[config.mk]
export PLATFORM = sky130hd
export DESIGN_NAME = instr_fetch
export DESIGN_NICKNAME = d
export VERILOG_FILES = /design/src/rtl/instr_fetch.sv
export SDC_FILE = /design/constraint.sdc
export NUM_CORES = 1
export LEC_CHECK = 0
export BUFFER_PORTS_ARGS = -buffer_cell sky130_fd_sc_hd__buf_2
export CELL_PAD_IN_SITES_DETAIL_PLACEMENT = 1
export CELL_PAD_IN_SITES_GLOBAL_PLACEMENT = 2
export CORE_MARGIN = 2
export CORE_UTILIZATION = 33
export CTS_BUF_LIST = sky130_fd_sc_hd__clkbuf_8
export CTS_CLUSTER_DIAMETER = 120
export DETAILED_ROUTE_END_ITERATION = 10
export GPL_TIMING_DRIVEN = 1
export PLACE_DENSITY = 0.84
export SETUP_SLACK_MARGIN = 0.1
export SLEW_MARGIN = 20
export SYNTH_ARGS = -nofsm -noshare
export SYNTH_HDL_FRONTEND = slang
export SYNTH_SLANG_ARGS = --single-unit
[constraint.sdc]
create_clock -name clk -period 2.2 [get_ports clk]
set_input_delay 0.11 -clock clk [delete_from_list [all_inputs] [get_ports clk]]
set_output_delay 0.11 -clock clk [all_outputs]
set_load 0.02 [all_outputs]
[src/rtl/instr_fetch.sv]
// Instruction fetch stage: reads four byte-wide code words per instruction and assembles them
// big-endian, then hands the instruction and its PC to decode over a valid/ready handshake.
module instr_fetch #(
  parameter int unsigned ADDR_W   = 11,
  parameter int unsigned DATA_W   = 24,
  parameter int unsigned RESET_PC = 1024
) (
  input  logic              clk,
  input  logic              rst_n,
  input  logic              fetch_en,
  input  logic              mem_stall,
  input  logic              pc_load,
  input  logic [ADDR_W-1:0] pc_load_value,
  output logic              mem_read,
  output logic [ADDR_W-1:0] mem_address,
  input  logic [DATA_W-1:0] memdata,
  output logic              instr_valid,
  input  logic              instr_ready,
  output logic [31:0]       instr,
  output logic [ADDR_W-1:0] instr_pc,
  output logic              busy
);

  typedef enum logic [1:0] {StIdle, StFetch, StDrain, StValid} state_e;

  state_e              state_q, state_d;
  logic [ADDR_W-1:0]   pc_q, pc_d;
  logic [2:0]          i_q, i_d;
  logic [2:0]          k_q, k_d;
  logic                cap_pend_q, cap_pend_d;
  logic [31:0]         instr_q, instr_d;
  logic [ADDR_W-1:0]   instr_pc_q, instr_pc_d;

  // Only the low byte of each code word carries instruction data.
  logic                unused_memdata;
  assign unused_memdata = ^memdata[DATA_W-1:8];

  assign mem_address = pc_q + ADDR_W'(i_q);
  assign instr_valid = (state_q == StValid);
  assign busy        = (state_q == StFetch) || (state_q == StDrain);
  assign instr       = instr_q;
  assign instr_pc    = instr_pc_q;

  always_comb begin
    state_d     = state_q;
    pc_d        = pc_q;
    i_d         = i_q;
    k_d         = k_q;
    instr_d     = instr_q;
    instr_pc_d  = instr_pc_q;
    mem_read    = (state_q == StFetch) && !mem_stall && !pc_load;
    cap_pend_d  = mem_read;

    // Memory data is registered, so the byte for a read lands one cycle later.
    if (cap_pend_q) begin
      unique case (k_q[1:0])
        2'd0: instr_d[31:24] = memdata[7:0];
        2'd1: instr_d[23:16] = memdata[7:0];
        2'd2: instr_d[15:8]  = memdata[7:0];
        2'd3: instr_d[7:0]   = memdata[7:0];
        default: ;
      endcase
      k_d = k_q + 3'd1;
    end

    unique case (state_q)
      StIdle: begin
        if (fetch_en) state_d = StFetch;
      end
      StFetch: begin
        if (mem_read) begin
          i_d = i_q + 3'd1;
          if (i_q == 3'd3) state_d = StDrain;
        end
      end
      StDrain: begin
        instr_pc_d = pc_q;
        state_d    = StValid;
      end
      StValid: begin
        if (instr_ready) begin
          pc_d    = pc_q + ADDR_W'(4);
          i_d     = 3'd0;
          k_d     = 3'd0;
          state_d = fetch_en ? StFetch : StIdle;
        end
      end
      default: state_d = StIdle;
    endcase

    // Redirect overrides everything, including a simultaneous handshake.
    if (pc_load) begin
      pc_d       = pc_load_value;
      i_d        = 3'd0;
      k_d        = 3'd0;
      cap_pend_d = 1'b0;
      state_d    = fetch_en ? StFetch : StIdle;
    end
  end

  always_ff @(posedge clk or negedge rst_n) begin
    if (!rst_n) begin
      state_q    <= StIdle;
      pc_q       <= ADDR_W'(RESET_PC);
      i_q        <= 3'd0;
      k_q        <= 3'd0;
      cap_pend_q <= 1'b0;
      instr_q    <= 32'd0;
      instr_pc_q <= '0;
    end else begin
      state_q    <= state_d;
      pc_q       <= pc_d;
      i_q        <= i_d;
      k_q        <= k_d;
      cap_pend_q <= cap_pend_d;
      instr_q    <= instr_d;
      instr_pc_q <= instr_pc_d;
    end
  end

endmodule

==> run metrics, run 1 <==
endpoints failing setup 3; Max-Cap Viols 0; area post-placement approximately 3500 µm²; Hold/Removal Path Class in2reg; CP Max Fanout 3; Fmax between 400 and 500 MHz; die height 99.43 µm; Cell Area, Synth 3005 µm²; Worst-path clk slew ~80 ps; hpwl dp approximately 4900 µm; TritonRoute pass-1 iters 4; vias approximately 2,200; DR iter-0 viols 16; total track usage 0.1473; pwr dens 1190 nW/µm²; Seq/Total Area, Yosys 0.5167; Net count, final slightly below 400; Fill cells 961; Critical Path Source Type flip-flop; unrepaired setup endpoints after global routing true; peak supply drop ~740 µV; via density per instance 4.781; failing checks setup timing; Period minus WS final 2228 ps; Clock Skew 11.56 ps; Initial Util 0.3429; Slew Limit Fails 0; ys async rst share 1.000; Post-Syn Instances 238; commonest non-fill, non-tap cell in the layout buf_2; setup slack after layout -28.24 ps; Main synth FF type dfrtp_1; synth unique cells 46; Root Driver clkbuf_8; DIE AREA between 9000 and 10,000 µm²; clock latency on the worst-skew pair approximately 340 ps; period utilization 1.013; CTS tree yes; Ports 98; status finished, violations left; synth warn 0; DRC violations left 0; vias in the first global route 2,191; final std cell area, no fill 4006 µm²; endpoint type of the worst setup path primary output; DRT antenna net count 0; Worst EP arrival 2120 ps; Yosys top cell area share 0.5079; grt total ovfl 0; worst-case clock buffer depth 2; num rows 34; chip width 99.43 µm; Required @ worst endpoint 2090 ps; cell taking the most area after synthesis dfrtp_1; final hold violation count 0; Core ar. 8763 µm²; count of input and output buffers 81; GPL Wtd Cong 0.7275; initial antenna violation count 0; share of layout cells above drive strength 1 0.5159; global-route wire length before repair 11,150 µm; Post-Syn Nets 295; synthesized area per cell 12.63 µm²; final wirelength 7106 µm; worst-margin pin slew 529.1 ps; Layout area overhead 33.31%; routed length per placed instance 15.69 µm; H-tree depth 3; Num CTS Buffers 9; Post-synth EDFFs 0; Post-Place Cells 419; largest net degree at the start of global routing 63; Finished Layout Cells roughly 450; Lkg Pwr 1.875 nW; n_diodes 0; total clock sinks between 60 and 70; crit path kind reg2out; commonest non-fill, non-tap cells in the layout 73 x buf_2, 61 x dfrtp_1, 44 x mux2_2, 17 x nand2_1, 17 x buf_4; Slew HR 0.6473; FF+latch count, synth 62; largest cells by area after synthesis dfrtp_1 51%, mux2_2 16%, ha_1 6.2%
-- routing by layer --
| metal | GRT usage | wire (µm) | vias to the layer above |
|---|---|---|---|
| li1 | - | - | 1033 |
| met2 | 0.2354 | 3388 | 77 |
| met4 | 0.04110 | 25 | 0 |
| met3 | 0.04989 | 429 | 2 |
| met5 | 0 | 0 | - |
| met1 | 0.1915 | 3263 | 1054 |
-- power by group --
part | internal, mW | leakage (nW) | switching, mW
combinational | 0.844 | 1.02 | 1.08
clock | 0.664 | 0.108 | 0.451
sequential | 1.49 | 0.747 | 0.236
-- area by class of cell --
type                    count  area [µm²]  share of cell area
clock inverters             6       85.08             0.02124
well taps                 108       135.1             0.03373
repair buffers            102       623.1              0.1555
inverters                  13       48.80             0.01218
clock buffers              10       137.6             0.03435
multi-input cells         152        1424              0.3554
flip-flops and latches     62        1553              0.3876
-- repair_timing --
item,in CTS,in global routing
setup buffers,3,4
resized for setup,5,20
endpoints found under the hold margin,71,0
pin swaps,2,5
gates cloned,0,0
hold buffers,11,0
setup endpoints to repair,5,6
-- sequential cells by signal (all words and copies together), names as in the netlist --
register / count
k_q: 2
instr: 32
instr_pc: 11
state_q: 2
pc_q: 11
cap_pend_q: 1
i_q: 3
-- kinds of logic after synthesis --
group | synth area share
compound gates | 0.05163
flops | 0.5167
mux | 0.1823
simple gates | 0.08993
buf+inv | 0.03788
xor+xnor | 0.05246
fa+ha+maj | 0.06911
-- per-stage QoR --
| stage | setup WS (ps) | util | power, mW | setup TNS [ps] | hold WS, ps |
|---|---|---|---|---|---|
| 2_1_floorplan | 281.0 | - | 2.946 | 0 | -185.6 |
| 3_3_place_gp | 188.0 | 0.4012 | 3.512 | 0 | 145.8 |
| 3_5_place_dp | 174.0 | 0.4012 | 3.578 | 0 | 151.7 |
| 4_1_cts | -65.14 | 0.4430 | 4.777 | -128.7 | 7.993 |
| 5_1_grt | -140.3 | 0.4572 | 5.071 | -383.2 | 33.37 |
| 6_report | -28.24 | 0.4572 | 4.768 | -68.52 | 26.68 |
-- final timing paths --
kind / end / cells after the start / from / slack, ps
max: mem_address[10] / 8 / i_q[0]$_DFFE_PN0P_ / -30
min: pc_q[2]$_DFFE_PN0P_ / 3 / pc_load_value[2] / 30
max reg2reg: i_q[2]$_DFFE_PN0P_ / 5 / state_q[1]$_DFFE_PN0P_ / 360
min reg2reg: instr[10]$_DFFE_PN0P_ / 1 / instr[10]$_DFFE_PN0P_ / 500
max in group asynchronous: pc_q[10]$_DFFE_PN1P_ / 3 / rst_n / 1550
min in group asynchronous: instr[13]$_DFFE_PN0P_ / 3 / rst_n / 300
-- cell usage after synthesis, types with 2 or more instances --
library cell,n
mux2i_1,3
nand2_1,17
buf_2,7
inv_1,12
nand2b_1,2
ha_1,15
o21ai_1,5
nor3_1,5
and3_1,3
buf_4,2
o21ai_0,7
nor2_1,2
nand4_1,2
xor2_1,4
mux2_1,2
xnor2_1,14
mux2_2,44
nand3_2,2
dfrtp_1,61
nand3_1,2
nor3_2,2
-- critical path, stage by stage (launching register included) --
cell	delay, ps
dfrtp_1	360
ha_2	190
inv_2	40
fa_2	370
nor2b_2	140
o2111a_2	250
nand3_2	110
xnor2_2	160
buf_4	160
(Power assumes the default switching activity.)
==> run 2, diff against run 1 <==
- CORE_MARGIN: 2 -> not set
- CTS_CLUSTER_SIZE: not set -> 40
- PLACE_DENSITY: 0.84 -> not set
- PLACE_DENSITY_LB_ADDON: not set -> 0.2
==> run 2 against run 1 <==
Net effect: the run still ends with setup timing left; cell count shrank 1.3%; count of clock-buffer cells in the layout is the same; sequential share of layout area grew 1.2 points; clock power shrank 13%; flip-flop and latch count is the same.
==> run metrics, run 2 (synthesis gave the netlist of run 1 again) <==
status finished, violations left (unchanged); failing checks setup timing (unchanged); routed length per placed instance 15.19 µm (was 15.69 µm); Ports 98 (unchanged); Net count, final 392 (was 397); Core ar. 8763 µm² (unchanged); Worst EP arrival 2090 ps (was 2120 ps); DRT antenna net count 0 (unchanged); via density per instance 4.752 (was 4.781); pwr dens 1169 nW/µm² (was 1190 nW/µm²); chip width 97.43 µm (was 99.43 µm); Num CTS Buffers 9 (unchanged); Max-Cap Viols 0 (unchanged); TritonRoute pass-1 iters 4 (unchanged); endpoint type of the worst setup path primary output (unchanged); worst-case clock buffer depth 2 (unchanged); NetSw 1.709 mW (was 1.765 mW); largest net degree at the start of global routing 37 (was 63); Initial Util 0.3429 (unchanged); endpoints failing setup 1 (was 3); Layout area overhead 29.31% (was 33.31%); Period minus WS final 2205 ps (was 2228 ps); Slew HR 0.5815 (was 0.6473); DIE AREA 9493 µm² (was 9886 µm²); internal power 2.834 mW (was 3.003 mW); Clock Skew 10.73 ps (was 11.56 ps); num rows 34 (unchanged); min-delay src pc_load_value[5] (was pc_load_value[2]); worst-margin pin slew 627.8 ps (was 529.1 ps); top cell family by delay on the critical path adder cells (unchanged); count of input and output buffers 81 (unchanged); Seq pwr share 0.378 (was 0.363); reg-to-reg startpoint state_q[0]$_DFFE_PN0P_ (was state_q[1]$_DFFE_PN0P_); Post-Place Cells 419 (unchanged); Fmax 453.6 MHz (was 448.8 MHz); Hold/Removal Path Class in2reg (unchanged); CP Max Fanout 3 (unchanged); final hold violation count 0 (unchanged); Finished Layout Cells 447 (was 453); Slowest Stage Delay on Critical Path 370 ps (about the same); commonest non-fill, non-tap cells in the layout 75 x buf_2, 61 x dfrtp_1, 44 x mux2_2, 17 x nand2_1, 14 x ha_1 (was 73 x buf_2, 61 x dfrtp_1, 44 x mux2_2, 17 x nand2_1, 17 x buf_4); Comb pwr share 0.407 (was 0.403); die height 97.43 µm (was 99.43 µm); DRC violations left 0 (unchanged); unrepaired setup endpoints after global routing true (unchanged); crit path cell chain ha_2 > inv_2 > fa_2 > nor2b_2 > o2111a_2 > nand3_2 > xnor2_2 > buf_4 (unchanged); total clock sinks 62 (unchanged); CTS tree yes (unchanged); clock network fraction of total power 0.215 (was 0.234); setup slack after layout -4.606 ps (was -28.24 ps); clock latency on the worst-skew pair 340 ps (about the same); period utilization 1.002 (was 1.013); hpwl dp 4838 µm (was 4938 µm); initial antenna violation count 0 (unchanged); global-route wire length before repair 11,450 µm (was 11,150 µm); r2r setup slk 400 ps (was 360 ps); GPL Wtd Cong 0.6963 (was 0.7275); Critical Path Source Type flip-flop (unchanged); Required @ worst endpoint 2090 ps (about the same); slowest CP cell fa_2 (unchanged); Slew Limit Fails 0 (unchanged); vias in the first global route 2,233 (was 2,191); commonest non-fill, non-tap cell in the layout buf_2 (unchanged); Largest register FFs 32 (unchanged); Worst-path clk slew 70 ps (was 80 ps); share of layout cells above drive strength 1 0.4985 (was 0.5159); utilization after layout 0.4435 (was 0.4572); crit path kind reg2out (unchanged); H-tree depth 3 (unchanged); peak supply drop 554.4 µV (was 740.5 µV); n_diodes 0 (unchanged); grt total ovfl 0 (unchanged); final wirelength 6788 µm (was 7106 µm); Sw Ratio 0.3762 (was 0.3701); vias 2,124 (was 2,166); Root Driver clkbuf_8 (unchanged); Lkg Pwr 1.839 nW (was 1.875 nW); total track usage 0.1549 (was 0.1473); CP Launch Point pc_q[0]$_DFFE_PN0P_ (was i_q[0]$_DFFE_PN0P_); CP bufs+invs 2 (unchanged); DR iter-0 viols 39 (was 16)
==> run 2: layer usage <==
metal / track usage / vias to the layer above / wire length [µm]
li1: - / 1013 / -
met1: 0.2112 / 1038 / 3187
met2: 0.2426 / 64 / 3178
met3: 0.03165 / 9 / 324
met4: 0.05769 / 0 / 97
met5: 0 / - / 0
==> run 2: area by class of cell <==
| cell class | instances | area [µm²] |
|---|---|---|
| repair buffers | 97 | 573.1 |
| clock buffers | 10 | 137.6 |
| fillers | 964 | 4877 |
| multi-input cells | 152 | 1388 |
| clock inverters | 5 | 51.30 |
| inverters | 13 | 48.80 |
| well taps | 108 | 135.1 |
| flip-flops and latches | 62 | 1553 |
==> run 2: worst reg2reg max path, stage by stage, from the launching register on <==
cell     delay, ps
dfrtp_1        430
ha_1           350
or2_1          280
o211a_4        150
nor2_2         130
mux2_1         330
==> run 2: power groups by stage <==
stage | logic (mW) | clock network, mW | registers, mW
floorplan | 0.888 | 0 | 2.06
global placement | 1.79 | 0 | 1.73
detailed placement | 1.82 | 0 | 1.74
CTS | 1.86 | 1.03 | 1.72
global route | 2.00 | 1.07 | 1.77
finish | 1.85 | 0.979 | 1.72
==> run 2: repair_timing <==
item,4_1_cts,5_1_grt
pin swaps,0,3
cloned,0,0
resized for setup,6,11
endpoints found under the hold margin,33,0
hold buffers,8,0
setup buffers,2,3
endpoints found under the setup margin,6,6
==> run 2: per-stage QoR <==
stage	power (mW)	cell area (µm²)	hold slack (ps)	setup TNS (ps)	setup WS (ps)
3_5_place_dp	3.560	3516	170.2	0	181.7
2_1_floorplan	2.946	3005	-185.6	0	281.0
4_1_cts	4.608	3816	3.650	-40.24	-21.03
3_3_place_gp	3.515	3516	163.9	0	206.2
6_report	4.544	3886	10.76	-4.606	-4.606
5_1_grt	4.849	3886	13.93	-395.6	-153.2
==> run 2: worst paths after layout <==
path                                          to  cells past startpoint
max                               mem_address[8]                      8
min                          pc_q[5]$_DFFE_PN0P_                      3
max reg2reg                   i_q[0]$_DFFE_PN0P_                      5
min reg2reg                 instr[3]$_DFFE_PN0P_                      1
max in group asynchronous   pc_q[10]$_DFFE_PN1P_                      3
min in group asynchronous  instr[22]$_DFFE_PN0P_                      2
